File: config.mk
export PLATFORM = sky130hd
export DESIGN_NAME = bmm_operand_loader
export DESIGN_NICKNAME = d
export VERILOG_FILES = /design/src/rtl/bmm_operand_loader.sv
export SDC_FILE = /design/constraint.sdc
export NUM_CORES = 1
export LEC_CHECK = 0
export ABC_CLOCK_PERIOD_IN_PS = 2800
export CORE_AREA = 2 2 532 534
export DETAILED_ROUTE_END_ITERATION = 6
export DIE_AREA = 0 0 534 536
export HOLD_SLACK_MARGIN = 0.1
export PLACE_DENSITY_LB_ADDON = 0.12
export SYNTH_ARGS = -nofsm -noshare
export SYNTH_HDL_FRONTEND = slang
export SYNTH_SLANG_ARGS = --single-unit
File: constraint.sdc
create_clock -name clk -period 2.8 [get_ports clk]
set_input_delay 0.84 -clock clk [delete_from_list [all_inputs] [get_ports clk]]
set_output_delay 0.84 -clock clk [all_outputs]
set_load 0.02 [all_outputs]
File: src/rtl/bmm_operand_loader.sv
// Operand loader for the Barrett modular multiplier: assembles A, B, M and mu from a word stream.
// Latency: op_valid rises one cycle after the final word of a frame is accepted.
// Backpressure: in_ready drops while an operand set is held in ISSUE, until op_ready consumes it.
module bmm_operand_loader #(
  parameter int N = 256,
  parameter int W = 64
) (
  input  logic           clk,
  input  logic           reset,
  input  logic [W-1:0]   in_data,
  input  logic           in_valid,
  input  logic           in_last,
  input  logic           in_reuse,
  output logic           in_ready,
  output logic [N-1:0]   A_out,
  output logic [N-1:0]   B_out,
  output logic [N-1:0]   M_out,
  output logic [2*N-1:0] mu_out,
  output logic           op_valid,
  input  logic           op_ready,
  output logic           key_valid,
  output logic           err
);

  // Words per N-bit field and per 2N-bit mu field.
  localparam int FW = N / W;
  localparam int MW = 2 * FW;
  localparam int CW = (MW > 1) ? $clog2(MW) : 1;

  localparam logic [CW-1:0] LAST_F  = CW'(FW - 1);
  localparam logic [CW-1:0] LAST_MU = CW'(MW - 1);

  typedef enum logic [2:0] {
    LOAD_A,
    LOAD_B,
    LOAD_M,
    LOAD_MU,
    ISSUE
  } state_t;

  state_t        state;
  state_t        state_nxt;
  logic [CW-1:0] cnt;
  logic [CW-1:0] cnt_nxt;

  // Goes high on the first clock edge after reset release; gates in_ready so it
  // stays low throughout reset even though the FSM already sits in LOAD_A.
  logic          live;

  // Frame type captured on the first word: 1 = A/B-only frame reusing the stored key.
  logic          reuse_q;

  logic          accept;
  logic          first_word;
  logic          reuse_now;
  logic          field_last;
  logic          frame_final;
  logic          len_err;

  assign in_ready = live && (state != ISSUE);
  assign op_valid = (state == ISSUE);
  assign accept   = in_valid && in_ready;

  // Frame bookkeeping: which word this is and whether in_last is where it belongs.
  always_comb begin
    first_word  = 1'b0;
    reuse_now   = reuse_q;
    field_last  = 1'b0;
    frame_final = 1'b0;
    len_err     = 1'b0;

    first_word = (state == LOAD_A) && (cnt == '0);
    // A reuse request only counts when a complete key is actually on hand.
    if (first_word) begin
      reuse_now = in_reuse && key_valid;
    end

    if (state == LOAD_MU) begin
      field_last = (cnt == LAST_MU);
    end else begin
      field_last = (cnt == LAST_F);
    end

    frame_final = ((state == LOAD_B) && field_last && reuse_now) ||
                  ((state == LOAD_MU) && field_last);

    len_err = accept && (in_last != frame_final);
  end

  // Next-state and word-counter logic.
  always_comb begin
    state_nxt = state;
    cnt_nxt   = cnt;

    case (state)
      LOAD_A, LOAD_B, LOAD_M, LOAD_MU: begin
        if (accept) begin
          if (len_err) begin
            // Malformed frame: drop it and wait for a fresh first word.
            state_nxt = LOAD_A;
            cnt_nxt   = '0;
          end else if (field_last) begin
            cnt_nxt = '0;
            case (state)
              LOAD_A:  state_nxt = LOAD_B;
              LOAD_B:  state_nxt = reuse_now ? ISSUE : LOAD_M;
              LOAD_M:  state_nxt = LOAD_MU;
              default: state_nxt = ISSUE;
            endcase
          end else begin
            cnt_nxt = cnt + 1'b1;
          end
        end
      end
      ISSUE: begin
        if (op_ready) begin
          state_nxt = LOAD_A;
          cnt_nxt   = '0;
        end
      end
      default: begin
        state_nxt = LOAD_A;
        cnt_nxt   = '0;
      end
    endcase
  end

  // FSM state and word counter registers.
  always_ff @(posedge clk or negedge reset) begin
    if (!reset) begin
      state <= LOAD_A;
      cnt   <= '0;
    end else begin
      state <= state_nxt;
      cnt   <= cnt_nxt;
    end
  end

  // Ready gate released on the first edge out of reset.
  always_ff @(posedge clk or negedge reset) begin
    if (!reset) begin
      live <= 1'b0;
    end else begin
      live <= 1'b1;
    end
  end

  // Latch the frame type on the first accepted word.
  always_ff @(posedge clk or negedge reset) begin
    if (!reset) begin
      reuse_q <= 1'b0;
    end else if (accept && first_word) begin
      reuse_q <= in_reuse && key_valid;
    end
  end

  // Length-error pulse, one cycle after the offending word.
  always_ff @(posedge clk or negedge reset) begin
    if (!reset) begin
      err <= 1'b0;
    end else begin
      err <= len_err;
    end
  end

  // Key validity: set when a full frame completes, cleared when a full frame is malformed.
  always_ff @(posedge clk or negedge reset) begin
    if (!reset) begin
      key_valid <= 1'b0;
    end else if (accept) begin
      if (len_err) begin
        if (!reuse_now) begin
          key_valid <= 1'b0;
        end
      end else if ((state == LOAD_MU) && field_last) begin
        key_valid <= 1'b1;
      end
    end
  end

  // Operand A: word k lands in bits [kW+W-1:kW].
  always_ff @(posedge clk or negedge reset) begin
    if (!reset) begin
      A_out <= '0;
    end else if (accept && (state == LOAD_A)) begin
      for (int k = 0; k < FW; k++) begin
        if (cnt == CW'(k)) begin
          A_out[k*W +: W] <= in_data;
        end
      end
    end
  end

  // Operand B.
  always_ff @(posedge clk or negedge reset) begin
    if (!reset) begin
      B_out <= '0;
    end else if (accept && (state == LOAD_B)) begin
      for (int k = 0; k < FW; k++) begin
        if (cnt == CW'(k)) begin
          B_out[k*W +: W] <= in_data;
        end
      end
    end
  end

  // Modulus M; untouched by reuse frames since they never enter LOAD_M.
  always_ff @(posedge clk or negedge reset) begin
    if (!reset) begin
      M_out <= '0;
    end else if (accept && (state == LOAD_M)) begin
      for (int k = 0; k < FW; k++) begin
        if (cnt == CW'(k)) begin
          M_out[k*W +: W] <= in_data;
        end
      end
    end
  end

  // Barrett constant mu, twice the operand width.
  always_ff @(posedge clk or negedge reset) begin
    if (!reset) begin
      mu_out <= '0;
    end else if (accept && (state == LOAD_MU)) begin
      for (int k = 0; k < MW; k++) begin
        if (cnt == CW'(k)) begin
          mu_out[k*W +: W] <= in_data;
        end
      end
    end
  end

endmodule

### After elaboration in Yosys (flattened, before gate mapping)

Index checks and enable logic that the tools add are counted.

* bits in registers: 1290
* logic and storage cells: 101
* input bits: 70
* output and inout bits: 1284

* equality and inequality tests: 17
* muxes and demuxes: 16
* $add $sub $neg: 1
* reduce and logical (&&, ||, !) cells: 41

Operator list (count)
* $reduce_and A2 Y1: 21
* $mux W3: 8
* $eq A3 B3 Y1 const B: 5
* $logic_and A1 B1 Y1: 13
* $eq A3 B2 Y1 const B: 4
* $pmux W3 S2: 2
* $pmux W3 S3: 1
* $eq A3 B1 Y1 const B: 2
* $logic_not A3 Y1: 2
* $ne A3 B3 Y1 const B: 2
* $reduce_and A3 Y1: 2
* $mux W1: 5
* $ne A2 B2 Y1 const B: 2
* $reduce_or A4 Y1: 1
* $add A3 B1 Y3 const B: 1
* $ne A2 B1 Y1 const B: 1
* $reduce_bool A2 Y1: 1
* $logic_or A1 B1 Y1: 1
* $ne A1 B1 Y1: 1

### Longest topological paths before layout

* word-level depth: 10
* depth in mapped cells: 9
* depth with buffers taken out: 6

### Least setup slack after synthesis

Ideal clock, no wire load.

* kind: input to register
* start point: input port in_valid
* end point: register B_out[131]
* required time: 2.675 ns
* arrival time: 2.159 ns
* stages on the path: 6
* path slack: 0.516 ns
* path buffers: 2
* library setup time: 0.125 ns
* cell sequence: nand2_1 -> or3_1 -> buf_6 -> nor2_8 -> buf_12 -> mux2_2

* longest elaborated chain between the ends: 3

RTL lines
* start, declared: RTL line 11 `input logic in_valid,`
* $logic_and A1 B1 Y1: RTL line 62 `assign accept = in_valid && in_ready;`
* $logic_and A1 B1 Y1: RTL line 198 `end else if (accept && (state == LOAD_B)) begin`
* $reduce_and A2 Y1 (no source line)
* end signal, assigned by index: RTL line 201 `B_out[k*W +: W] <= in_data;`
* end, declared: RTL line 16 `output logic [N-1:0] B_out,`

Every way passes these cells.
A chain may end at the register's enable or synchronous reset.

### Worst setup path after layout

* start point: register state[0]
* end point: output port in_ready

* longest elaborated chain between the ends: 2

RTL lines
* start, declared: RTL line 41 `state_t state;`
* start signal, assigned: RTL line 134 `state <= state_nxt;`
* $ne A3 B3 Y1: RTL line 60 `assign in_ready = live && (state != ISSUE);`
* $logic_and A1 B1 Y1: RTL line 60
* end, declared: RTL line 14 `output logic in_ready,`

Every way passes these cells.

==> flow_metrics.env <==
export IMPL_synth_area_leaders="dfrtp_1 66%, mux2_2 28%, buf_6 1.7%"
export IMPL_cts_tree="built"
export IMPL_overflow=0
export IMPL_root_buffer="clkbuf_16"
export IMPL_firstDrtPassIters=4
export IMPL_worstReg2RegEnd="mu_out[90]"
export IMPL_cp_required_ns=1.96
export IMPL_grt_pass1_vias=33700
export IMPL_h_tree_depth=4
export IMPL_rsz0062_at_grt="yes"
export IMPL_wl_per_cell_um=28.3
export IMPL_path_cells="or3b_4 > and2_4 > buf_6"
export IMPL_drc=0
export IMPL_synthToLayoutAreaGrowth_pct=51.6
export IMPL_max_freq_mhz=360
export IMPL_dp_slack_ns=-0.455
export IMPL_endpoint="in_ready"
export IMPL_num_rows=195
export IMPL_startpoint_type="register"
export IMPL_maxCapViolCount=0
export IMPL_drtIter0Drc=1158
export IMPL_endpoint_kind="output pin"
export IMPL_synth_cells=2922
export IMPL_ys_seq_elements=1290
export IMPL_worst_r2r_setup_slack_ns=0.35
export IMPL_gp_congestion=0.736
export IMPL_total_power_w=0.0558
export IMPL_die_w_um=534
export IMPL_synthFlopType="dfrtp_1"
export IMPL_die_h_um=536
export IMPL_grt_total_usage=0.161
export IMPL_async_flop_share=1.00
export IMPL_arrival_ns=1.94
export IMPL_hold_viol=0
export IMPL_skew_ns=0.0460
export IMPL_clock_latency_ns=0.85
export IMPL_ant_nets=0
export IMPL_ir_drop_mv=0.580
export IMPL_slew_headroom=0.418
export IMPL_hold_slack_ns=0.484
export IMPL_rr_startpoint="cnt[1]"
export IMPL_clk_pin_slew_ns=0.05
export IMPL_clock_sinks=1290
export IMPL_grt_pass1_wl_mm=318
export IMPL_synth_edf_count=0
export IMPL_status="finished clean"
export IMPL_crit_type="reg2out"
export IMPL_numPortBuffers=1353
export IMPL_grt_antenna_before_repair=17
export IMPL_synth_warnings=0
export IMPL_ys_top_cells_by_count="1,290 x dfrtp_1, 1,237 x mux2_2, 132 x clkbuf_1"
export IMPL_setup_tns_ns=0
export IMPL_slowest_delay_ns=0.40
export IMPL_setup_ws_ns=0.0193
export IMPL_finalWirelength_mm=236
export IMPL_grt_max_degree=76
export IMPL_setup_violations=0
export IMPL_die_area_um2=286000
export IMPL_cp_slowest_cell="dfrtp_2"
export IMPL_avgViaCountPerCell=3.76
export IMPL_num_vias=31400
export IMPL_place_area_um2=69200
export IMPL_startpoint="state[0]"
export IMPL_cts_made_buffers=168
export IMPL_fillers=29000
export IMPL_finalMaxSlewViolations=0
export IMPL_synth_distinct_cells=47
export IMPL_stdcell_area_um2=74500
export IMPL_r2r_cells=6
export IMPL_p_leak_nw=36.4
export IMPL_fin_crit_sh=0.993
export IMPL_power_density_nw_per_um2=749
export IMPL_initial_core_util=0.175
export IMPL_hpwlAfterDp_mm=169
export IMPL_yosys_area_top_type="dfrtp_1"
export IMPL_synth_top_cell_area_share=0.657
export IMPL_cp_max_fo=4
export IMPL_coreArea_um2=281000
export IMPL_hold_class="reg2reg"
export IMPL_finalNetCount=4541
export IMPL_syn_nets=2998
export IMPL_synth_seq_area_share=0.657
export IMPL_ios=1354
export IMPL_synth_most_common_cell="dfrtp_1"
export IMPL_clockBufferDepth=4
export IMPL_syn_mean_instance_area_um2=16.8
export IMPL_fin_crit_ns=2.78
export IMPL_netlist_area_um2=49200
export IMPL_tightest_slew_ns=0.873
export IMPL_layout_drive_gt1_share=0.396
-- where the power goes --
group          internal (W)  switching [W]  total (W)
sequential           0.0209        0.00117     0.0220
clock                0.0130        0.00885     0.0218
combinational       0.00534        0.00654     0.0119
total                0.0392         0.0166     0.0558
-- per-stage QoR --
stage	instances	util
finish	8344	0.265
global route	8331	0.265
CTS	8330	0.265
detailed placement	8035	0.247
global placement	8035	0.247
floorplan	2922	-
-- kinds of logic after synthesis --
logic type      Yosys count  synth area share
buf+inv                 266            0.0349
flops                  1290             0.657
xor+xnor                  1          0.000178
fa+ha+maj                 6           0.00153
other cells               1         0.0000763
simple gates             57           0.00883
mux                    1281             0.295
compound gates           20           0.00275
-- worst max-delay path: cells and delay by family (launching register included) --
family	cells	cell delay, ns
AND/OR/NAND/NOR	2	0.58
flip-flops	1	0.40
buffers and inverters	1	0.14
-- flip-flops by register name, summed over array words and instances (netlist names) --
| signal | flops |
|---|---|
| state | 3 |
| key_valid | 1 |
| reuse_q | 1 |
| err | 1 |
| cnt | 3 |
| A_out | 256 |
| B_out | 256 |
| mu_out | 512 |
| live | 1 |
| M_out | 256 |
-- area by class of cell --
| class | instances | area (um^2) | area share |
|---|---|---|---|
| Sequential cell | 1290 | 32300 | 0.433 |
| Antenna cell | 14 | 35.0 | 0.000470 |
| Multi-Input combinational cell | 1366 | 15300 | 0.205 |
| Tap cell | 3743 | 4680 | 0.0629 |
| Clock inverter | 34 | 462 | 0.00620 |
| Clock buffer | 258 | 4990 | 0.0670 |
| Timing Repair Buffer | 1630 | 16700 | 0.224 |
| Inverter | 9 | 33.8 | 0.000453 |
-- cell usage in the layout (no fill, tap or decap), types with 5 or more instances in the layout --
cell and instances:
buf_12 107, buf_4 169, bufinv_16 8, clkbuf_1 47, clkbuf_16 170, clkbuf_8 41
clkdlybuf4s50_1 1015, clkinv_2 14, dfrtp_1 1287, diode_2 14, dlygate4sd2_1 291, dlymetal6s2s_1 40
ha_1 6, inv_1 8, inv_6 5, mux2_1 23, mux2_2 1237, mux2_4 20
nand2_1 11, nand2_8 8, nor2b_1 5, o21ai_0 9
-- metal layers --
metal / part of all wire / vias up / global-route usage
met3: 0.098 / 261 / 0.0663
met4: 0.030 / 2 / 0.0480
met1: 0.40 / 16600 / 0.193
li1: - / 13400 / -
met2: 0.47 / 1196 / 0.262
met5: 0.000047 / - / 0
-- timing repair --
item	in CTS	in global routing
pin swaps	0	0
buffers inserted	2	0
endpoints found under the hold margin	47	0
gates cloned	0	0
resized for setup	299	40
setup endpoints to repair	293	41
hold buffers	1	0
-- worst min-delay path by stage --
stage | from | end | cells past startpoint
global placement | B_out[136] | B_out[136] | 1
detailed placement | B_out[25] | B_out[25] | 1
global route | B_out[136] | B_out[136] | 1
floorplan | cnt[1] | cnt[1] | 2
finish | B_out[25] | B_out[25] | 1
CTS | B_out[25] | B_out[25] | 1
Power figures use the tool's default switching activity.
